==> src/rtl/bf_exec_pkg.sv <==
// Shared state encoding and Brainfuck opcode constants
// for the execution controller.
package bf_exec_pkg;

  typedef enum logic [3:0] {
    ST_IDLE,
    ST_INIT,
    ST_RUN,
    ST_SCAN_FWD,
    ST_SCAN_BACK,
    ST_OUT_WAIT,
    ST_IN_WAIT,
    ST_DONE,
    ST_ERROR
  } state_t;

  localparam logic [7:0] OP_INC   = 8'h2B;
  localparam logic [7:0] OP_DEC   = 8'h2D;
  localparam logic [7:0] OP_LEFT  = 8'h3C;
  localparam logic [7:0] OP_RIGHT = 8'h3E;
  localparam logic [7:0] OP_LOOP  = 8'h5B;
  localparam logic [7:0] OP_END   = 8'h5D;
  localparam logic [7:0] OP_OUT   = 8'h2E;
  localparam logic [7:0] OP_IN    = 8'h2C;
  localparam logic [7:0] OP_NUL   = 8'h00;

endpackage

==> src/rtl/bf_exec_controller.sv <==
// Brainfuck execution controller: fetches from a combinational
// ROM and issues cell-memory and byte I/O commands.
module bf_exec_controller
  import bf_exec_pkg::*;
#(
  parameter int PC_W    = 10,
  parameter int DEPTH_W = 8
) (
  input  logic            working_clock,
  input  logic            reset,
  input  logic            start,
  output logic [PC_W-1:0] prog_addr,
  input  logic [7:0]      prog_data,
  input  logic            mem_available,
  input  logic [7:0]      ptr_value,
  output logic [7:0]      ptr_new_value,
  output logic            ptr_set_value,
  output logic            ptr_move,
  output logic            ptr_move_dir,
  output logic            roll_back,
  output logic [7:0]      out_data,
  output logic            out_valid,
  input  logic            out_ready,
  input  logic [7:0]      in_data,
  input  logic            in_valid,
  output logic            in_ready,
  output logic            busy,
  output logic            done,
  output logic            error
);

  state_t             r_state;
  state_t             w_state_nxt;
  logic [PC_W-1:0]    r_pc;
  logic [PC_W-1:0]    w_pc_nxt;
  logic [DEPTH_W-1:0] r_depth;
  logic [DEPTH_W-1:0] w_depth_nxt;
  logic               r_rb_done;
  logic [7:0]         r_out_data;
  logic               w_out_load;

  logic            w_pc_last;
  logic            w_pc_zero;
  logic [PC_W-1:0] w_pc_inc;
  logic            w_depth_max;
  logic            w_depth_one;
  logic            w_cell_zero;
  logic            w_lp;
  logic            w_end;
  state_t          w_adv;

  assign w_pc_last   = &r_pc;
  assign w_pc_zero   = (r_pc == '0);
  assign w_pc_inc    = r_pc + 1'b1;
  assign w_depth_max = &r_depth;
  assign w_depth_one = (r_depth == DEPTH_W'(1));
  assign w_cell_zero = (ptr_value == 8'h00);
  assign w_lp        = (prog_data == OP_LOOP);
  assign w_end       = (prog_data == OP_END);
  // Advancing past the last ROM address ends the program.
  assign w_adv       = w_pc_last ? ST_DONE : ST_RUN;

  always_comb begin
    w_state_nxt   = r_state;
    w_pc_nxt      = r_pc;
    w_depth_nxt   = r_depth;
    w_out_load    = 1'b0;
    ptr_new_value = 8'h00;
    ptr_set_value = 1'b0;
    ptr_move      = 1'b0;
    ptr_move_dir  = 1'b0;
    roll_back     = 1'b0;
    out_valid     = 1'b0;
    in_ready      = 1'b0;
    unique case (r_state)
      ST_IDLE, ST_DONE, ST_ERROR: begin
        if (start) begin
          w_pc_nxt    = '0;
          w_depth_nxt = '0;
          w_state_nxt = ST_INIT;
        end
      end
      ST_INIT: begin
        roll_back = !r_rb_done;
        if (r_rb_done && mem_available)
          w_state_nxt = ST_RUN;
      end
      ST_RUN: begin
        w_pc_nxt    = w_pc_inc;
        w_state_nxt = w_adv;
        case (prog_data)
          OP_INC: begin
            ptr_set_value = 1'b1;
            ptr_new_value = ptr_value + 8'd1;
          end
          OP_DEC: begin
            ptr_set_value = 1'b1;
            ptr_new_value = ptr_value - 8'd1;
          end
          OP_RIGHT: begin
            ptr_move     = 1'b1;
            ptr_move_dir = 1'b1;
          end
          OP_LEFT: ptr_move = 1'b1;
          OP_OUT: begin
            w_out_load  = 1'b1;
            w_pc_nxt    = r_pc;
            w_state_nxt = ST_OUT_WAIT;
          end
          OP_IN: begin
            w_pc_nxt    = r_pc;
            w_state_nxt = ST_IN_WAIT;
          end
          OP_LOOP: begin
            if (w_cell_zero) begin
              w_depth_nxt = DEPTH_W'(1);
              w_state_nxt = w_pc_last ? ST_ERROR : ST_SCAN_FWD;
            end
          end
          OP_END: begin
            if (!w_cell_zero) begin
              w_depth_nxt = DEPTH_W'(1);
              w_pc_nxt    = r_pc - 1'b1;
              w_state_nxt = w_pc_zero ? ST_ERROR : ST_SCAN_BACK;
            end
          end
          OP_NUL: begin
            w_pc_nxt    = r_pc;
            w_state_nxt = ST_DONE;
          end
          default: ;
        endcase
      end
      ST_SCAN_FWD: begin
        w_pc_nxt = w_pc_inc;
        if (prog_data == OP_NUL) begin
          w_pc_nxt    = r_pc;
          w_state_nxt = ST_ERROR;
        end else if (w_lp && w_depth_max) begin
          w_state_nxt = ST_ERROR;
        end else if (w_end && w_depth_one) begin
          w_depth_nxt = '0;
          w_state_nxt = w_adv;
        end else if (w_pc_last) begin
          w_state_nxt = ST_ERROR;
        end else if (w_lp) begin
          w_depth_nxt = r_depth + 1'b1;
        end else if (w_end) begin
          w_depth_nxt = r_depth - 1'b1;
        end
      end
      ST_SCAN_BACK: begin
        if (w_end && w_depth_max) begin
          w_state_nxt = ST_ERROR;
        end else if (w_lp && w_depth_one) begin
          w_depth_nxt = '0;
          w_pc_nxt    = w_pc_inc;
          w_state_nxt = ST_RUN;
        end else if (w_pc_zero) begin
          w_state_nxt = ST_ERROR;
        end else begin
          w_pc_nxt = r_pc - 1'b1;
          if (w_lp)  w_depth_nxt = r_depth - 1'b1;
          if (w_end) w_depth_nxt = r_depth + 1'b1;
        end
      end
      ST_OUT_WAIT: begin
        out_valid = 1'b1;
        if (out_ready) begin
          w_pc_nxt    = w_pc_inc;
          w_state_nxt = w_adv;
        end
      end
      ST_IN_WAIT: begin
        in_ready = 1'b1;
        if (in_valid) begin
          ptr_set_value = 1'b1;
          ptr_new_value = in_data;
          w_pc_nxt      = w_pc_inc;
          w_state_nxt   = w_adv;
        end
      end
      default: w_state_nxt = ST_IDLE;
    endcase
  end

  always_ff @(posedge working_clock or negedge reset) begin
    if (!reset) begin
      r_state    <= ST_IDLE;
      r_pc       <= '0;
      r_depth    <= '0;
      r_rb_done  <= 1'b0;
      r_out_data <= 8'h00;
    end else begin
      r_state   <= w_state_nxt;
      r_pc      <= w_pc_nxt;
      r_depth   <= w_depth_nxt;
      r_rb_done <= (r_state == ST_INIT);
      if (w_out_load)
        r_out_data <= ptr_value;
    end
  end

  assign prog_addr = r_pc;
  assign out_data  = r_out_data;
  assign busy      = (r_state == ST_INIT)     ||
                     (r_state == ST_RUN)      ||
                     (r_state == ST_SCAN_FWD) ||
                     (r_state == ST_SCAN_BACK)||
                     (r_state == ST_OUT_WAIT) ||
                     (r_state == ST_IN_WAIT);
  assign done      = (r_state == ST_DONE);
  assign error     = (r_state == ST_ERROR);

endmodule

==> config.mk <==
export PLATFORM = sky130hd
export DESIGN_NAME = bf_exec_controller
export DESIGN_NICKNAME = d
export VERILOG_FILES = /design/src/rtl/bf_exec_pkg.sv /design/src/rtl/bf_exec_controller.sv
export SDC_FILE = /design/constraint.sdc
export NUM_CORES = 1
export LEC_CHECK = 0
export BUFFER_PORTS_ARGS = -buffer_cell sky130_fd_sc_hd__clkbuf_2
export CAP_MARGIN = 5
export CORE_MARGIN = 8
export CORE_UTILIZATION = 60
export CTS_BUF_LIST = sky130_fd_sc_hd__clkbuf_4
export CTS_CLUSTER_SIZE = 8
export DETAILED_ROUTE_END_ITERATION = 10
export GPL_ROUTABILITY_DRIVEN = 0
export PLACE_DENSITY = 0.89
export SYNTH_ARGS = -nofsm -noshare
export SYNTH_HDL_FRONTEND = slang
export SYNTH_SLANG_ARGS = --single-unit
export TNS_END_PERCENT = 50
==> constraint.sdc <==
create_clock -name working_clock -period 7.1 [get_ports working_clock]
set_clock_uncertainty 0.05 [all_clocks]
set_input_delay 0.355 -clock working_clock [delete_from_list [all_inputs] [get_ports working_clock]]
set_output_delay 0.355 -clock working_clock [all_outputs]
set_load 0.05 [all_outputs]
Yosys cells after proc, flatten, opt, wreduce, memory -nomap -nowiden --
Cells that the tools add are included. Widths: inputs -> output; s select.
Word-level totals: output and inout bits 35, bits in registers 31
Operators by class: eq/ne operators 34, add/subtract/negate cells 6, multiplexer cells 59, reduce and logical (&&, ||, !) cells 26
Operators with widths (count):
- $mux 8 | 15
- $mux 10 | 8
- $mux 4 | 15
- $pmux 10 s6 | 1
- $eq 8x6->1 const B | 6
- $pmux 8 s2 | 3
- $pmux 8 s4 | 1
- $pmux 4 s7 | 1
- $pmux 10 s2 | 1
- $pmux 4 s5 | 1
- $add 8x1->8 const B | 2
- $eq 4x3->1 const B | 4
- $eq 8x7->1 const B | 2
- $logic_not 8->1 | 2
- $ne 2x2->1 const B | 8
- $reduce_and 8->1 | 2
- $sub 8x1->8 const B | 2
- $ne 3x3->1 const B | 5
- $ne 4x4->1 const B | 3
- $reduce_and 12->1 | 1
- $mux 1 | 11
- $add 10x1->10 const B | 1
- $logic_not 10->1 | 1
- $reduce_and 10->1 | 1
- 17 further kinds | 28

Logic depth before layout (Yosys ltp) --
Gate-level depths: netlist of run 1.
depth after elaboration 8, gate-level depth with buffers 11, gate-level depth less buffers 10

Worst setup path after synthesis of run 1 --
OpenSTA, ideal clock, no wires.
path type input -> output, start point in prog_data[4], end point out ptr_new_value[6], path buffers 1, stages 10, data arrival time 3.545 ns, path slack 3.150 ns, cells stage by stage or4b_2 > or2_2 > clkbuf_1 > xnor2_1 > ha_1 > nor4_1 > nor2_1 > a21oi_1 > xor2_1 > o21ai_0
On the way: longest elaborated chain between the ends 3, elaborated cells on any way between the ends 4, those cells by class 2 x eq/ne; 2 x mux
RTL lines:
- start: declaration | RTL line bf_exec_controller.sv:13 | input logic [7:0] prog_data,
- $eq 8x6->1 | RTL line bf_exec_controller.sv:91 | case (prog_data)
- $pmux 8 s2 * | RTL line bf_exec_controller.sv:91
- $pmux 8 s2 * | RTL line bf_exec_controller.sv:75 | unique case (r_state)
- end: declaration | RTL line bf_exec_controller.sv:16 | output logic [7:0] ptr_new_value,
Mark *: on every way between the ends. The rest lies on a longest branch, timed or not.

Final worst setup path of run 1 --
Ends and elaborated chain as after synthesis.

==> key figures, run 1 <==
Setup path
  – CP required: between 6000 and 7000 ps
  – Setup crit end kind: output port
  – Crit-path slowest cell: or4b_2
  – Setup Crit Path Kind: in2out
  – CP arrival: approximately 3100 ps
  – CP most frequent cell: clkbuf_2
  – Setup crit start kind: primary input
  – CP Max Fanout: 11
  – Critical path's largest stage delay: approximately 740 ps
  – Cell Chain, Critical Path: clkbuf_2 -> or4b_2 -> or2_2 -> xnor2_1 -> ha_1 -> nor4_1 -> nor2_1 -> a21oi_1 -> xor2_1 -> o21ai_0 -> clkbuf_2

Final layout
  – Share of cells above drive strength 1: 22.6%
  – Area Growth Syn to Fin: 9.83%
  – Final #Nets: 500
  – Ant. Diodes: 0

Die
  – Site Rows: 27
  – DIE WIDTH: about 90 um
  – Starting Density: ~61%
  – Die height: 89.8 um
  – I/O Pins: 65
  – Die ar.: 8070 um^2
  – Core Box Area: between 5000 and 6000 um^2

Clocking
  – Setup Buffers After CTS: 0
  – Clock sink count: 31
  – CTS Buf Count: 5
  – Clock Root Buffer: clkbuf_4
  – Hold buffers post-CTS: 0
  – Clk buf depth: 2
  – # H-tree levels: 2
  – CTS tree: done
  – Resized cells post-CTS: 0
  – Worst-skew pair later-pin latency: between 300 and 400 ps
  – Clk slew on worst S/H paths: between 100 and 150 ps

STA
  – Tightest Pin Transition: 1010 ps
  – Unrepaired setup endpoints after global routing: false
  – Hold Worst Slack: approximately 40 ps
  – Highest Clock Rate: about 290 MHz
  – Hold Vio Cnt, Final: 0
  – Setup violators final: 0
  – Slew Limit Fails: 0
  – TNS Setup: 0 ps
  – Relative slew slack: between 30% and 40%
  – Final period utilization: between 40% and 50%
  – Post-layout min period: between 3000 and 4000 ps

Yosys
  – Mapped Cells: 420
  – Mean Syn Cell Area: about 8 um^2
  – Post-synth cell types: 66
  – Sequential share of the synthesized area: between 20% and 30%
  – Most area-hungry cell type in the Yosys netlist: dfrtp_1
  – Yosys top cell area share: a little under a quarter
  – Post-synthesis cell area: between 3000 and 4000 um^2
  – Primary FF master, synth: dfrtp_1
  – Ys Warns: 0
  – Main area contributors after synthesis: dfrtp_1, mux2_2, nand2_1, o21ai_0, ha_1
  – Number of flops mapped to enable cells by yosys: 0
  – Fraction of registers with async set/reset: 100%
  – Seq cells post-synth: 31
  – Syn_nets: 460

Detailed routing
  – DRC: 0
  – Vias per cell: 6.79
  – DR WL/cell: roughly 18 um
  – Detailed Route Iter0 Violations: 353
  – Via count: roughly 3600
  – Met2 routed WL: roughly 4200 um
  – Top Metal Used: met4
  – DR WL met3: 940 um
  – Antenna Nets Post-Route: 0
  – Detailed Route WL: 9380 um
  – Detailed-routing wirelength on met1: 4090 um
  – TritonRoute pass-1 iters: 5

Outcome
  – Status: finished clean

Flow run
  – Number of max-cap violations: 0

Hold path
  – Hold crit path type: in2async

Place
  – Port Buffers: 64
  – Dpl hpwl: 7030 um

Pwr
  – Leak: about 1.5 nW
  – Peak supply drop: ~210 uV
  – Pwr/cell area: around 280 nW/um^2

Global routing
  – Initial antenna violation count: 0
  – All-layer global routing usage: between 20% and 30%
  – Vias in the first global route: between 3000 and 4000
  – Largest net degree at the start of global routing: 32
  – First-pass GRT wire length: roughly 16000 um
  – Gr ovfl total: 0
-- placed cells by master, fill, tap and decap left out, drive strengths merged, types with 5 or more instances in the layout --
cell	synthesis	final
o32ai	6	6
nor4	10	10
clkbuf	26	69
and3	11	11
dfrtp	31	31
nor3	16	16
a22oi	9	9
a31oi	8	8
nand3	14	14
nand2	42	42
o22ai	5	5
nand4	10	10
o21ai	26	26
inv	19	19
or3	5	5
xnor2	7	7
or2	7	7
ha	10	10
mux2	15	15
nand2b	6	6
nor2	32	32
a21oi	17	17
-- final cells by class --
type                            instances  area [um^2]
Tap cell                               72         90.1
Timing Repair Buffer                   64          320
Fill cell                             467         1780
Inverter                               19         71.3
Clock inverter                          3         15.0
Clock buffer                            5         37.5
Sequential cell                        31          776
Multi-Input combinational cell        339         2280
-- sequential cells by signal, summed over array words and instances (netlist names) --
name / count
prog_addr: 10
out_data: 8
r_depth: 8
r_state: 4
r_rb_done: 1
-- worst max-delay path: cells and delay by family --
family	cells	cell delay (ps)
compound gates	2	300
xor+xnor	2	240
fa+ha+maj	1	260
buf+inv	2	430
simple gates	4	1490
-- path summary, 6_finish.rpt --
| check | endpoint | from | depth (start not counted) | slack (ps) |
|---|---|---|---|---|
| min in group working_clock | out_data[6] | ptr_value[6] | 2 | 250 |
| max in group asynchronous | prog_addr[2] | reset | 1 | 6430 |
| worst min-delay path | r_depth[5] | reset | 1 | 40 |
| worst max-delay path | ptr_new_value[6] | prog_data[4] | 11 | 3630 |
| worst max register to register | r_depth[3] | r_depth[2] | 6 | 3770 |
| worst min register to register | out_data[0] | out_data[0] | 1 | 470 |
-- synthesized netlist by cell type, types with 4 or more instances --
cell	count
o21ai_0	26
nand2_1	42
nand2b_1	6
a31oi_1	8
nand4_1	10
o32ai_1	5
xnor2_1	7
xor2_1	4
o22ai_1	5
nor3_1	16
ha_1	10
o211ai_1	4
a21oi_1	17
or2_2	6
nor4_1	9
or3_1	4
nor2b_1	4
dfrtp_1	31
inv_1	19
o31ai_1	4
a32oi_1	4
mux2_2	15
nand3_1	14
a41oi_1	4
and3_1	11
a22oi_1	9
o41ai_1	4
nor3b_1	4
nor2_1	32
clkbuf_1	26
-- per-stage QoR --
stage	std cells	cell area [um^2]	util (%)	power [W]	worst slack, ps
2_1_floorplan	420	3270	-	0.000786	3150
3_3_place_gp	525	3540	65.9	0.000878	3730
3_5_place_dp	525	3540	65.9	0.000895	3660
4_1_cts	533	3590	66.9	0.000999	3660
5_1_grt	533	3590	66.9	0.00108	3520
6_report	533	3590	66.9	0.00101	3630
-- metal layers --
metal,vias up,track usage [%]
met3,13,6.23
met4,0,6.91
li1,1683,-
met5,-,0
met2,211,35.0
met1,1711,29.5
-- report_power, final --
| part | total [W] | internal [W] | leakage (nW) | switching, W |
|---|---|---|---|---|
| registers | 0.000304 | 0.000214 | 0.418 | 0.0000904 |
| logic | 0.000607 | 0.000231 | 1.05 | 0.000376 |
| clock network | 0.000102 | 0.0000363 | 0.0263 | 0.0000661 |
| total | 0.00101 | 0.000481 | 1.50 | 0.000533 |
-- cells by family (layout without fill, tap and decap cells) --
family	Yosys count	after routing	synth area share, %
simple gates	182	182	30.4
compound gates	119	119	26.9
buf+inv	50	91	6.50
flops	31	31	23.7
mux	17	17	5.78
xor+xnor	11	11	2.95
fa+ha+maj	10	10	3.83
Note: power is estimated with default switching activity, not from simulation.
==> run 2: changes to the inputs <==
--- a/config.mk
+++ b/config.mk
@@ -8,12 +8,12 @@
 export BUFFER_PORTS_ARGS = -buffer_cell sky130_fd_sc_hd__clkbuf_2
 export CAP_MARGIN = 5
 export CORE_MARGIN = 8
-export CORE_UTILIZATION = 60
+export CORE_UTILIZATION = 52
 export CTS_BUF_LIST = sky130_fd_sc_hd__clkbuf_4
 export CTS_CLUSTER_SIZE = 8
 export DETAILED_ROUTE_END_ITERATION = 10
 export GPL_ROUTABILITY_DRIVEN = 0
-export PLACE_DENSITY = 0.89
+export PLACE_DENSITY = 0.82
 export SYNTH_ARGS = -nofsm -noshare
 export SYNTH_HDL_FRONTEND = slang
 export SYNTH_SLANG_ARGS = --single-unit
==> constraint.sdc (replaced) <==
create_clock -name working_clock -period 3.15 [get_ports working_clock]
set_clock_uncertainty 0.05 [all_clocks]
set_input_delay 0.1575 -clock working_clock [delete_from_list [all_inputs] [get_ports working_clock]]
set_output_delay 0.1575 -clock working_clock [all_outputs]
set_load 0.05 [all_outputs]
==> key figures, run 2 (synthesized netlist as in run 1, its figures left out) <==
Outcome
  – Status: finished clean

Place
  – Dpl hpwl: ~7600 um
  – Placed Area: about 3700 um^2
  – Port Buffers: 64
  – Place WS: roughly 140 ps

Setup path
  – Reg2reg start: r_depth[1]
  – CP arrival: 2770 ps
  – Worst R2R Setup Slack: ~230 ps
  – Worst Setup EP: ptr_new_value[4]
  – R2R Path End: prog_addr[7]
  – Reg2Reg Depth: 8
  – CP required: ~2900 ps
  – Setup crit end kind: output port
  – CP Max Fanout: 11
  – Critical path origin: prog_data[4]
  – Setup crit start kind: primary input
  – Setup Crit Path Kind: in2out

STA
  – Hold Vio Cnt, Final: 0
  – Setup violators final: 0
  – Final WS setup: roughly 170 ps
  – Highest Clock Rate: ~340 MHz
  – Final period utilization: a little over nine tenths
  – Unrepaired setup endpoints after global routing: false
  – Slew Limit Fails: 0
  – Relative slew slack: 36.4%
  – Tightest Pin Transition: about 950 ps
  – Post-layout min period: 2980 ps
  – Hold Worst Slack: around 60 ps

Final layout
  – Ant. Diodes: 0
  – Commonest cells after routing, fill and taps aside: clkbuf_2, nand2_1, nor2_1
  – Final Cell Area: between 3000 and 4000 um^2
  – Final #Nets: ~520
  – Area Growth Syn to Fin: 14.1%
  – FILL cells: 556
  – Commonest non-fill, non-tap cell in the layout: clkbuf_2
  – Max reg flops: 10
  – Share of cells above drive strength 1: between 20% and 30%
  – Final core utilization: between 60% and 70%

Die
  – Core Box Area: a little over 6000 um^2
  – DIE WIDTH: around 95 um
  – I/O Pins: 65
  – Die height: between 90 and 100 um
  – Site Rows: 29
  – Starting Density: about 53%
  – Die ar.: between 9000 and 10000 um^2

Global routing
  – Vias in the first global route: between 3000 and 4000
  – Initial antenna violation count: 0
  – Largest net degree at the start of global routing: 32
  – Gr ovfl total: 0
  – First-pass GRT wire length: roughly 16000 um
  – All-layer global routing usage: 21.5%

Clocking
  – Clk buf depth: 2
  – Setup Buffers After CTS: 0
  – Worst-skew pair later-pin latency: 350 ps
  – CTS tree: done
  – CTS Buf Count: 5
  – Clock Root Buffer: clkbuf_4
  – Clock sink count: 31
  – Clk slew on worst S/H paths: around 100 ps
  – # H-tree levels: 2

Flow run
  – Number of max-cap violations: 0

Pwr
  – Leak: ~1.6 nW
  – Total Power: 0.00239 W
  – Pwr/cell area: 642 nW/um^2
  – Peak supply drop: ~500 uV

Detailed routing
  – Detailed Route WL: approximately 9900 um
  – Detailed Route Iter0 Violations: about 420
  – DRC: 0
  – DR WL/cell: about 18 um
  – Vias per cell: around 6.6
  – TritonRoute pass-1 iters: 6
  – Antenna Nets Post-Route: 0
  – Via count: about 3600

Hold path
  – Hold crit path type: in2reg
## run 2: per-stage QoR
step                cells  setup TNS (ps)
floorplan             420            -114
global placement      544               0
detailed placement    544               0
CTS                   553               0
global route          553               0
finish                553               0
## run 2: layout make-up
class                           instances  area, um^2  area share [%]
Multi-Input combinational cell        339        2300            61.6
Sequential cell                        31         776            20.8
Timing Repair Buffer                   79         435            11.7
Tap cell                               77        96.3            2.58
Inverter                               19        71.3            1.91
Clock buffer                            5        37.5            1.01
Clock inverter                          3        15.0           0.402
## run 2: metal layers
| metal | vias up | GRT usage (%) | part of all wire (%) |
|---|---|---|---|
| met2 | 227 | 33.0 | 44 |
| met4 | 0 | 6.89 | 1.6 |
| met1 | 1685 | 29.1 | 43 |
| li1 | 1715 | - | - |
| met5 | - | 0 | 0 |
| met3 | 19 | 5.12 | 12 |
## run 2: timing repair
| item | CTS | global route |
|---|---|---|
| endpoints found under the hold margin | 31 | 0 |
| setup endpoints to repair | 0 | 2 |
| gates resized for setup | 0 | 3 |
| hold buffers | 1 | 0 |
## run 2: worst min-delay path by stage
stage	startpoint	slack, ps	end	cells past startpoint
floorplan	reset	-190	out_data[0]	0
global placement	reset	240	out_data[3]	1
detailed placement	reset	240	out_data[3]	1
CTS	ptr_value[6]	40	out_data[6]	2
global route	ptr_value[6]	40	out_data[6]	2
finish	ptr_value[6]	60	out_data[6]	2
## run 2: where the power goes
part / internal [W] / switching [W]
sequential: 0.000483 / 0.000123
clock: 0.0000817 / 0.000159
combinational: 0.000593 / 0.000955
total: 0.00116 / 0.00124
## run 2: worst max-delay path, cell delays in order
cell,delay [ps]
clkbuf_2,120
or4b_2,730
or2_2,430
xnor2_1,160
ha_1,260
o41ai_2,380
xnor2_1,120
o21ai_2,120
clkbuf_2,290
==> run 3: changes to the inputs <==
--- a/config.mk
+++ b/config.mk
@@ -7,7 +7,7 @@
 export LEC_CHECK = 0
 export BUFFER_PORTS_ARGS = -buffer_cell sky130_fd_sc_hd__clkbuf_2
 export CAP_MARGIN = 5
-export CORE_MARGIN = 8
+export CORE_MARGIN = 2
 export CORE_UTILIZATION = 52
 export CTS_BUF_LIST = sky130_fd_sc_hd__clkbuf_4
 export CTS_CLUSTER_SIZE = 8
==> key figures, run 3 (synthesized netlist as in run 1, its figures left out) <==
Outcome
  – Status: finished clean

Final layout
  – FILL cells: between 500 and 600
  – Ant. Diodes: 0
  – Multi-input gate area: ~2300 um^2
  – Share of cells above drive strength 1: between 20% and 30%
  – Final #Nets: between 500 and 600
  – Commonest cells after routing, fill and taps aside: clkbuf_2, nand2_1, nor2_1
  – Area Growth Syn to Fin: 15.7%
  – Commonest non-fill, non-tap cell in the layout: clkbuf_2
  – Max reg flops: 10
  – Final core utilization: between 60 and 70%
  – Storage cell area: 776 um^2

STA
  – Final period utilization: a little over nine tenths
  – Hold Worst Slack: roughly 74 ps
  – Final WS setup: 144 ps
  – Relative slew slack: between 40% and 50%
  – Hold Vio Cnt, Final: 0
  – Tightest Pin Transition: 814 ps
  – Highest Clock Rate: ~330 MHz
  – Setup violators final: 0
  – Unrepaired setup endpoints after global routing: false
  – Post-layout min period: 3010 ps
  – Slew Limit Fails: 0

Global routing
  – First-pass GRT wire length: ~16000 um
  – Initial antenna violation count: 0
  – Vias in the first global route: between 3000 and 4000
  – All-layer global routing usage: between 20% and 30%
  – Largest net degree at the start of global routing: 32
  – Gr ovfl total: 0

Clocking
  – Clk slew on worst S/H paths: 100 ps
  – CTS Buf Count: 5
  – # H-tree levels: 2
  – Clk buf depth: 2
  – Clock Root Buffer: clkbuf_4
  – Setup Buffers After CTS: 0
  – Worst-skew pair later-pin latency: about 340 ps
  – Clock sink count: 31
  – CTS tree: done

Place
  – Place WS: ~160 ps
  – Dpl hpwl: 7130 um
  – Port Buffers: between 60 and 70

Die
  – I/O Pins: 65
  – DIE WIDTH: ~83 um
  – Die height: between 80 and 90 um
  – Site Rows: 28
  – Die ar.: 6940 um^2
  – Starting Density: between 50% and 60%
  – Core Box Area: roughly 6000 um^2

Detailed routing
  – Vias per cell: slightly below 7
  – Detailed Route Iter0 Violations: 456
  – TritonRoute pass-1 iters: 6
  – DRC: 0
  – Detailed Route WL: 9840 um
  – DR WL/cell: between 15 and 20 um
  – Via count: approximately 3800
  – Antenna Nets Post-Route: 0

Pwr
  – Sw Ratio: around half
  – Pwr/cell area: approximately 670 nW/um^2
  – Comb pwr share: between 60% and 70%
  – Leak: 1.62 nW
  – Total Power: between 0.002 and 0.003 W
  – P_sw: ~0.0013 W
  – Clk pwr share: between 10% and 20%
  – Flop pwr share: about a quarter
  – Internal power: ~0.0013 W
  – Peak supply drop: ~580 uV

Hold path
  – Hold crit path type: in2reg

Setup path
  – Setup crit start kind: flop
  – CP required: about 3300 ps
  – CP Max Fanout: 13
  – Worst R2R Setup Slack: roughly 140 ps
  – CP arrival: about 3200 ps
  – Setup Crit Path Kind: reg2reg
  – Setup crit end kind: flop

Flow run
  – Number of max-cap violations: 0
## run 3: final timing paths
| path | start | to | cells after the start |
|---|---|---|---|
| min reg2reg | out_data[0] | out_data[0] | 1 |
| max | r_depth[1] | prog_addr[7] | 8 |
| min | ptr_value[7] | out_data[7] | 2 |
| min in group asynchronous | reset | r_depth[3] | 2 |
| max in group asynchronous | reset | out_data[5] | 2 |
| max reg2reg | r_depth[1] | prog_addr[7] | 8 |
## run 3: power by group through the flow
stage | clock [W] | sequential (W) | combinational [W]
finish | 0.000310 | 0.000586 | 0.00162
global route | 0.000335 | 0.000600 | 0.00173
CTS | 0.000317 | 0.000582 | 0.00158
detailed placement | 0 | 0.000588 | 0.00156
global placement | 0 | 0.000582 | 0.00153
floorplan | 0 | 0.000618 | 0.00115
## run 3: repair_timing
item | in CTS | in global routing
hold buffers | 1 | 0
endpoints found under the setup margin | 0 | 1
endpoints found under the hold margin | 31 | 0
gates resized for setup | 0 | 3
## run 3: worst max-delay path, cell delays in order, from the launching register on
cell and delay [ps]:
dfrtp_1 450, inv_1 100, ha_1 150, or3b_2 520, o41ai_1 410, a21o_1 280
and3_1 520, a22oi_1 150, o311ai_2 280
## run 3: through the flow
stage | instance area, um^2 | TNS [ps] | std cells
final | 3780 | 0 | 556
after global routing | 3780 | 0 | 556
after CTS | 3780 | 0 | 556
after detailed placement | 3690 | 0 | 547
after global placement | 3690 | 0 | 547
after floorplan | 3270 | -114 | 420
## run 3: layout make-up
type / instances / share of cell area (%)
Clock buffer: 5 / 0.992
Clock inverter: 3 / 1.03
Inverter: 19 / 1.88
Multi-Input combinational cell: 339 / 60.6
Sequential cell: 31 / 20.5
Tap cell: 75 / 2.48
Timing Repair Buffer: 84 / 12.5
## run 3: layer usage
| metal | up-vias | wire length, um | track usage [%] | part of all wire, % |
|---|---|---|---|---|
| met5 | - | 0 | 0 | 0 |
| met4 | 0 | 259 | 9.09 | 2.6 |
| met3 | 38 | 1130 | 4.77 | 11 |
| met2 | 298 | 4330 | 43.1 | 44 |
| met1 | 1758 | 4130 | 38.3 | 42 |
| li1 | 1716 | - | - | - |
